### config.mk
export PLATFORM = sky130hd
export DESIGN_NAME = fp_compare_serial
export DESIGN_NICKNAME = d
export VERILOG_FILES = /design/src/rtl/fp_cmp_pkg.sv /design/src/rtl/fp_classify.sv /design/src/rtl/fp_compare_serial.sv
export SDC_FILE = /design/constraint.sdc
export NUM_CORES = 1
export LEC_CHECK = 0
export BUFFER_PORTS_ARGS = -buffer_cell sky130_fd_sc_hd__buf_2
export CAP_MARGIN = 20
export CORE_MARGIN = 2
export CORE_UTILIZATION = 58
export CTS_BUF_LIST = sky130_fd_sc_hd__clkbuf_16
export CTS_CLUSTER_DIAMETER = 40
export DETAILED_ROUTE_END_ITERATION = 16
export GPL_ROUTABILITY_DRIVEN = 0
export PLACE_DENSITY = 0.94
export SYNTH_ARGS = -nofsm -noshare
export SYNTH_HDL_FRONTEND = slang
export SYNTH_SLANG_ARGS = --single-unit
### constraint.sdc
create_clock -name clk -period 6.7 [get_ports clk]
set_input_delay 1.005 -clock clk [delete_from_list [all_inputs] [get_ports clk]]
set_output_delay 1.005 -clock clk [all_outputs]
set_load 0.01 [all_outputs]
### src/rtl/fp_cmp_pkg.sv
// Shared result codes, FSM state type and chunk-count helper for fp_compare_serial.
package fp_cmp_pkg;

    localparam logic [2:0] CMP_LT   = 3'b100;
    localparam logic [2:0] CMP_GT   = 3'b010;
    localparam logic [2:0] CMP_EQ   = 3'b001;
    localparam logic [2:0] CMP_NONE = 3'b000;

    typedef enum logic [1:0] {
        IDLE,
        CLASS,
        SCAN,
        DONE
    } state_e;

    // Number of DIGIT-wide chunks needed to cover the W-1 magnitude bits.
    function automatic int unsigned nchunk(input int unsigned w, input int unsigned digit);
        return (w - 32'd1 + digit - 32'd1) / digit;
    endfunction

endpackage

### src/rtl/fp_classify.sv
// Per-operand classification of a magnitude field {exp, man}.
// FP_CMP_NAN_EN enables NaN detection; otherwise is_nan_c is constant 0.
module fp_classify
    import fp_cmp_pkg::*;
#(
    parameter int unsigned EXP_W = 5,
    parameter int unsigned MAN_W = 10
) (
    input  logic [EXP_W+MAN_W-1:0] mag_i,
    output logic                   is_zero_c,
    output logic                   is_nan_c
);

    assign is_zero_c = (mag_i == '0);

`ifdef FP_CMP_NAN_EN
    // NaN: exponent all ones with a non-zero fraction
    assign is_nan_c = (&mag_i[EXP_W+MAN_W-1:MAN_W]) && (|mag_i[MAN_W-1:0]);
`else
    assign is_nan_c = 1'b0;
`endif

endmodule

### src/rtl/fp_compare_serial.sv
// Serial MSB-first floating-point order comparator with early exit.
// Optional build macro FP_CMP_NAN_EN: NaN operands give an unordered result.
module fp_compare_serial
    import fp_cmp_pkg::*;
#(
    parameter int unsigned EXP_W = 5,
    parameter int unsigned MAN_W = 10,
    parameter int unsigned DIGIT = 2
) (
    input  logic                 clk,
    input  logic                 reset,
    input  logic                 start,
    input  logic [EXP_W+MAN_W:0] x,
    input  logic [EXP_W+MAN_W:0] y,
    output logic                 busy,
    output logic                 done,
    output logic [2:0]           compResult,
    output logic                 unordered
);

    localparam int unsigned W      = 1 + EXP_W + MAN_W;
    localparam int unsigned MW     = W - 1;
    localparam int unsigned NCHUNK = nchunk(W, DIGIT);
    localparam int unsigned PW     = NCHUNK * DIGIT;
    localparam int unsigned PAD    = PW - MW;
    localparam int unsigned KW     = $clog2(NCHUNK) + 1;

    state_e          state_q;
    logic [W-1:0]    x_q, y_q;
    logic [KW-1:0]   k_q;
    logic            busy_q, done_q;
    logic [2:0]      res_q;

    logic [MW-1:0]   mx, my;
    logic [PW-1:0]   mx_pad, my_pad;
    logic [31:0]     sh;
    logic [DIGIT-1:0] chunk_x, chunk_y;
    logic            zero_x, zero_y, nan_x, nan_y;
    logic            accept, last_chunk, chunk_ne;
    logic [2:0]      order;

    assign mx = x_q[MW-1:0];
    assign my = y_q[MW-1:0];

    fp_classify #(.EXP_W(EXP_W), .MAN_W(MAN_W)) u_cls_x (
        .mag_i     (mx),
        .is_zero_c (zero_x),
        .is_nan_c  (nan_x)
    );

    fp_classify #(.EXP_W(EXP_W), .MAN_W(MAN_W)) u_cls_y (
        .mag_i     (my),
        .is_zero_c (zero_y),
        .is_nan_c  (nan_y)
    );

    // Chunk mux: magnitudes left-aligned with zero padding, chunk k taken from the top
    assign mx_pad     = PW'(mx) << PAD;
    assign my_pad     = PW'(my) << PAD;
    assign sh         = (32'(NCHUNK) - 32'd1 - 32'(k_q)) * 32'(DIGIT);
    assign chunk_x    = DIGIT'(mx_pad >> sh);
    assign chunk_y    = DIGIT'(my_pad >> sh);
    assign chunk_ne   = (chunk_x != chunk_y);
    assign last_chunk = (k_q == KW'(NCHUNK - 1));
    // Same-sign operands: larger magnitude is smaller value when negative
    assign order      = ((chunk_x > chunk_y) ^ x_q[W-1]) ? CMP_GT : CMP_LT;

    assign accept = start && ((state_q == IDLE) || (state_q == DONE));

    // Control FSM with registered busy/done/result
    always_ff @(posedge clk) begin
        if (reset) begin
            state_q <= IDLE;
            x_q     <= '0;
            y_q     <= '0;
            k_q     <= '0;
            busy_q  <= 1'b0;
            done_q  <= 1'b0;
            res_q   <= CMP_NONE;
        end else begin
            done_q <= 1'b0;
            case (state_q)
                IDLE, DONE: begin
                    state_q <= IDLE;
                    if (accept) begin
                        x_q     <= x;
                        y_q     <= y;
                        k_q     <= '0;
                        res_q   <= CMP_NONE;
                        busy_q  <= 1'b1;
                        state_q <= CLASS;
                    end
                end
                CLASS: begin
                    k_q <= '0;
                    if (nan_x || nan_y) begin
                        res_q   <= CMP_NONE;
                        busy_q  <= 1'b0;
                        done_q  <= 1'b1;
                        state_q <= DONE;
                    end else if (zero_x && zero_y) begin
                        res_q   <= CMP_EQ;
                        busy_q  <= 1'b0;
                        done_q  <= 1'b1;
                        state_q <= DONE;
                    end else if (x_q[W-1] != y_q[W-1]) begin
                        res_q   <= x_q[W-1] ? CMP_LT : CMP_GT;
                        busy_q  <= 1'b0;
                        done_q  <= 1'b1;
                        state_q <= DONE;
                    end else begin
                        state_q <= SCAN;
                    end
                end
                SCAN: begin
                    if (chunk_ne) begin
                        res_q   <= order;
                        busy_q  <= 1'b0;
                        done_q  <= 1'b1;
                        state_q <= DONE;
                    end else if (last_chunk) begin
                        res_q   <= CMP_EQ;
                        busy_q  <= 1'b0;
                        done_q  <= 1'b1;
                        state_q <= DONE;
                    end else begin
                        k_q <= k_q + KW'(1);
                    end
                end
                default: begin
                    state_q <= IDLE;
                    busy_q  <= 1'b0;
                end
            endcase
        end
    end

    assign busy       = busy_q;
    assign done       = done_q;
    assign compResult = res_q;

`ifdef FP_CMP_NAN_EN
    logic unord_q;

    // Unordered flag: cleared on accept, set when CLASS sees a NaN
    always_ff @(posedge clk) begin
        if (reset) begin
            unord_q <= 1'b0;
        end else if (accept) begin
            unord_q <= 1'b0;
        end else if ((state_q == CLASS) && (nan_x || nan_y)) begin
            unord_q <= 1'b1;
        end
    end

    assign unordered = unord_q;
`else
    assign unordered = 1'b0;
`endif

endmodule
Word-level counts from Yosys, hierarchy flattened
Cells that the tools add are included.

Bitwise operators: 1. Mux-type cells: 29. Order comparisons: 1. Shifts and indexed selects: 2. Add/sub/neg operators: 2. Equality and inequality tests: 11. Reduce and logical (&&, ||, !) cells: 10.

Operators by type and width (count): $shr 16x32->2 (2); $logic_not 15->1 (2); $mux 3 (7); $mux 1 (12); $mux 4 (3); $pmux 4 s3 (1); $pmux 3 s3 (1); $ne 2x2->1 const B (3); $ne 3x3->1 const B (2); $pmux 2 s3 (1); $reduce_and 3->1 (2); $sub 3x4->5 const A (1); $add 4x1->4 const B (1); $eq 2x2->1 const B (2); $eq 4x3->1 const B (1); $mux 2 (2); $pmux 1 s3 (1); $eq 2x1->1 const B (1); $gt 2x2->1 (1); $logic_and 1x1->1 (2); $logic_not 2->1 (1); $ne 2x2->1 (1); $pmux 1 s2 (1); $reduce_and 2->1 (1); 4 further kinds (4).

Register bits after elaboration: 43. Logic and storage cells: 63.

Depth between registers and ports, before layout
Depth after elaboration: 7. Mapped depth: 13. Gate-level depth less buffers: 11.

Modules after synthesis
A second synthesis with hierarchy kept.

Cell total of the unflattened synthesis: 260. Area, all modules: 2152.1 µm².

By module, submodules not included: fp_compare_serial (area an instance 2064.5 µm², cells an instance 246, instances 1, sequential area each 860.8 µm²); fp_classify (area an instance 43.8 µm², cells an instance 7, instances 2, sequential area each 0.0 µm²).

Worst setup path after synthesis
OpenSTA, ideal clock, no wires.

Path type: register to register. Start: reg k_q[0]. End: reg res_q[1], in the netlist compResult[1]. Setup time: 0.117 ns. Arrival time: 2.385 ns. Data required time: 6.583 ns. Slack: 4.198 ns. Clock period less this slack: 2.502 ns. Cell stages (with the launch flop): 11. Cells stage by stage: dfxtp_1 buf_2 mux4_2 mux2i_1 nor2_1 ha_1 nor2b_1 or3_1 nand4_1 o21ai_0 a32o_2.

Word-level cells in the longest chain between the ends: 7. Elaborated cells between the ends (all ways): 12. Those cells by class: add/sub: 1; order compare: 1; eq/ne: 3; shift: 2; mux: 3; bitwise: 1; reduce/logical: 1.

RTL lines: from (decl) (RTL line fp_compare_serial.sv:30) `logic [KW-1:0] k_q;`; from (signal assigned) (RTL line fp_compare_serial.sv:127) `k_q <= k_q + KW'(1);`; $sub 3x4->5 (RTL line fp_compare_serial.sv:60) `assign sh = (32'(NCHUNK) - 32'd1 - 32'(k_q)) * 32'(DIGIT);`; $shr 16x32->2 (on tied branches) (RTL line fp_compare_serial.sv:61, fp_compare_serial.sv:62); $gt 2x2->1 (RTL line fp_compare_serial.sv:66) `assign order = ((chunk_x > chunk_y) ^ x_q[W-1]) ? CMP_GT : CMP_LT;`; $xor 1x1->1 (RTL line fp_compare_serial.sv:66); $mux 3 (RTL line fp_compare_serial.sv:66); $mux 3 (RTL line fp_compare_serial.sv:116) `if (chunk_ne) begin`; $pmux 3 s3 (RTL line fp_compare_serial.sv:82) `case (state_q)`; to (signal assigned) (RTL line fp_compare_serial.sv:107) `res_q <= x_q[W-1] ? CMP_LT : CMP_GT;`; to (signal assigned) (RTL line fp_compare_serial.sv:117) `res_q <= order;`; to (decl) (RTL line fp_compare_serial.sv:32) `logic [2:0] res_q;`.

Several ways; a longest one is shown, not always the timed one. A chain may end at the register's enable or synchronous reset.

Final worst setup path
Same ends and word-level chain as after synthesis.

==> metrics.md <==
| Metric | Value |
|---|---|
| Status | complete, no violations |
| Post-synthesis sequential element count | 43 |
| Critical path class | reg2reg |
| Slew @ Worst Pin | 0.9647 ns |
| Final hold viol count | 0 |
| Post-route worst setup slack | 3.898 ns |
| DRT Wirelength | 4.412 mm |
| Initial antenna violation count | 0 |
| Die X | 63.88 µm |
| Initial drt markers | 95 |
| Fin. max-slew vios | 0 |
| Number of vias per cell | 5.521 |
| Layout area overhead | 14.80% |
| ANT nets after route | 0 |
| Achievable frequency | 356.9 MHz |
| Final setup TNS | 0 ns |
| R2R Path Start | k_q[0]$_SDFFE_PP0P_ |
| Total gr overflow | 0 |
| Post-route DRC violation count | 0 |
| Pre-antenna DRT Iters | 4 |
| Worst hold-check path type | reg2reg |
| VDD IR max | 237.7 µV |
| Pwr/cell area | 384.1 nW/µm² |
| WP data required | 6.88 ns |
| Synth top area cells | dfxtp_1 (41%), nand2_1 (14%), a21oi_1 (8.2%) |
| Worst-skew pair later-pin latency | 0.28 ns |
| Sequential area share after synthesis | 0.4140 |
| R2r worst-path depth | 9 |
| Crit-path slowest cell | dfxtp_1 |
| Leak | 0.9748 nW |
| Multi-input logic area | 1119 µm² |
| Max-cap violations | 0 |
| Layout cells sized above 1 | 0.2007 |
| CTS-repair resized insts | 0 |
| Nets | 323 |
| Vias after detailed routing | 1822 |
| Worst hold endpoint | busy$_SDFFE_PP0P_ |
| Post-CTS setup buffers | 0 |
| Hold Startpoint | busy$_SDFFE_PP0P_ |
| Pre-CTS setup slack | 3.925 ns |
| Max clock buf depth | 2 |
| Num ports | 41 |
| Area leader, netlist | dfxtp_1 |
| Num CTS Buffers | 5 |
| Count of cell types in the netlist | 37 |
| Fin crit share | 0.4183 |
| HPWL after DPL | 3.205 mm |
| Worst rel slew slack | 0.3569 |
| Clock Sinks | 43 |
| RSZ-0062 raised after global routing | false |
| Die Y | 63.88 µm |
| Worst-path maximum fanout | 12 |
| Final setup fails | 0 |
| Post-Synthesis Cells | 253 |
| Total GRT Usage | 0.2440 |
| Flop2flop setup slack | 3.90 ns |
| YS warnings | 0 |
| Setup Skew | 0.003306 ns |
| Die area | 4080 µm² |
| Max incr delay on CP | 0.65 ns |
| Layout Utilization | 0.7043 |
| Share of the synthesized area in the top cell type | 0.4140 |
| CP arrival | 2.98 ns |
| Sequential Area | 860.8 µm² |
| Largest net degree at the start of global routing | 39 |
| DR WL/cell | 13.37 µm |
| Avg Inst Size Synth | 8.219 µm² |
| Row count | 21 |
| Mapped Nets | 293 |
| Ant diodes | 0 |
| CTS tree | yes |
| Filler cells | 284 |
| Crit path launch | k_q[0]$_SDFFE_PP0P_ |
| Netlist Area Pre-Place | 2079 µm² |
| Starting Density | 0.6135 |
| Startpoint types | register |
| First-pass GRT wire length | 7.686 mm |
| Hold Path Depth | 2 |
| H-tree levels | 2 |
| Worst R2R End | compResult[1]$_SDFFE_PP0P_ |
| CTS root buf | clkbuf_16 |
| CP endpoint kind | register |
| Vias in the first global route | 1728 |
| PortBufs | 39 |
| DP Cell Count | 322 |
| Clock transition at path regs | 0.06 ns |
| Final worst path period need | 2.802 ns |
| Crit path cell chain | mux4_2 > mux2i_1 > nor2_1 > ha_1 > nor2b_1 > or3_1 > nand4_1 > o21ai_0 > a32o_2 |
| Core Area | 3390 µm² |
| CTS Hold Bufs | 0 |
| Layout Cells excl Fill | 330 |
## worst max-delay path by stage
stage                                       to  slack (ns)  depth (start not counted)
detailed placement  compResult[2]$_SDFFE_PP0P_        3.92                          8
CTS                 compResult[1]$_SDFFE_PP0P_        3.89                          9
finish              compResult[1]$_SDFFE_PP0P_        3.90                          9
global placement    compResult[2]$_SDFFE_PP0P_        4.02                          8
floorplan           compResult[1]$_SDFFE_PP0P_        4.20                         10
global route        compResult[2]$_SDFFE_PP0P_        3.71                          8
## per-layer routing
layer	track usage	vias to the layer above	routed length [µm]
li1	-	927	-
met1	0.2725	852	1833
met2	0.4310	35	2308
met3	0.06866	8	191
met4	0.1033	0	78
met5	0	-	0
## layout by cell type (no fill, tap or decap), types with 2 or more instances in the layout
master	synthesis	final
a211oi_1	2	2
a21oi_1	34	34
a32o_2	2	2
and3_1	2	2
buf_2	5	39
clkbuf_16	0	5
clkinv_1	0	2
dfxtp_1	43	43
ha_1	5	5
inv_1	4	4
mux2i_1	7	7
mux4_2	6	6
nand2_1	75	75
nand2b_1	2	2
nand3_1	2	2
nand4_1	4	4
nor2_1	12	12
nor2b_1	3	3
nor4_1	6	6
o21ai_0	8	8
or2_1	2	2
or3_1	2	2
xor2_1	3	3
## logic make-up after synthesis
family	share of synthesized area
flops	0.4140
fa+ha+maj	0.03008
other cells	0.001803
mux	0.09868
xor+xnor	0.01685
simple gates	0.2455
buf+inv	0.04813
compound gates	0.1450
## area by class of cell
cell class              count  share of cell area
clock buffers               5             0.05241
well taps                  46             0.02411
flip-flops and latches     43              0.3606
multi-input cells         190              0.4686
clock inverters             3            0.006289
inverters                   4            0.006289
repair buffers             39             0.08176
## cells in the mapped netlist (all sizes together)
| cell type | count |
|---|---|
| conb | 1 |
| or2 | 2 |
| a21oi | 34 |
| nor2b | 3 |
| dfxtp | 43 |
| a211oi | 2 |
| a22o | 1 |
| xor2 | 3 |
| nand3 | 2 |
| nand2b | 3 |
| inv | 4 |
| nor2 | 13 |
| and2 | 1 |
| o21ai | 9 |
| mux2i | 7 |
| and3b | 1 |
| nand4 | 4 |
| ha | 5 |
| o211ai | 1 |
| a32o | 3 |
| o211a | 1 |
| a21boi | 1 |
| buf | 9 |
| nor4 | 7 |
| clkbuf | 7 |
| nand2 | 75 |
| or3 | 2 |
| mux4 | 6 |
| and3 | 2 |
| xnor2 | 1 |
## report_power, final
| part | switching (mW) | total, mW | internal, mW | leakage, nW |
|---|---|---|---|---|
| Sequential | 0.0539 | 0.364 | 0.310 | 0.352 |
| Clock | 0.0934 | 0.229 | 0.135 | 0.0649 |
| Combinational | 0.191 | 0.324 | 0.133 | 0.558 |
| Total | 0.339 | 0.917 | 0.578 | 0.975 |
## worst max-delay path, delay by kind of cell (launching register included)
family                   cells  cell delay [ns]
AO/OA/AOI/OAI                2             0.35
adder cells (fa/ha/maj)      1             0.32
flip-flops                   1             0.65
multiplexers                 2             0.73
AND/OR/NAND/NOR              4             0.64
## metrics by stage
stage	hold slack (ns)	total power, mW	area [µm²]
floorplan	0.4436	0.6218	2079
global placement	0.4519	0.6737	2247
detailed placement	0.4656	0.6892	2247
CTS	0.4733	0.9197	2387
global route	0.5009	0.9874	2387
finish	0.4635	0.9169	2387
## registers in the layout (all words and copies together) (netlist names)
name        cells
y_q            16
busy            1
x_q            16
done            1
compResult      3
k_q             4
state_q         2
(Power assumes the default switching activity.)
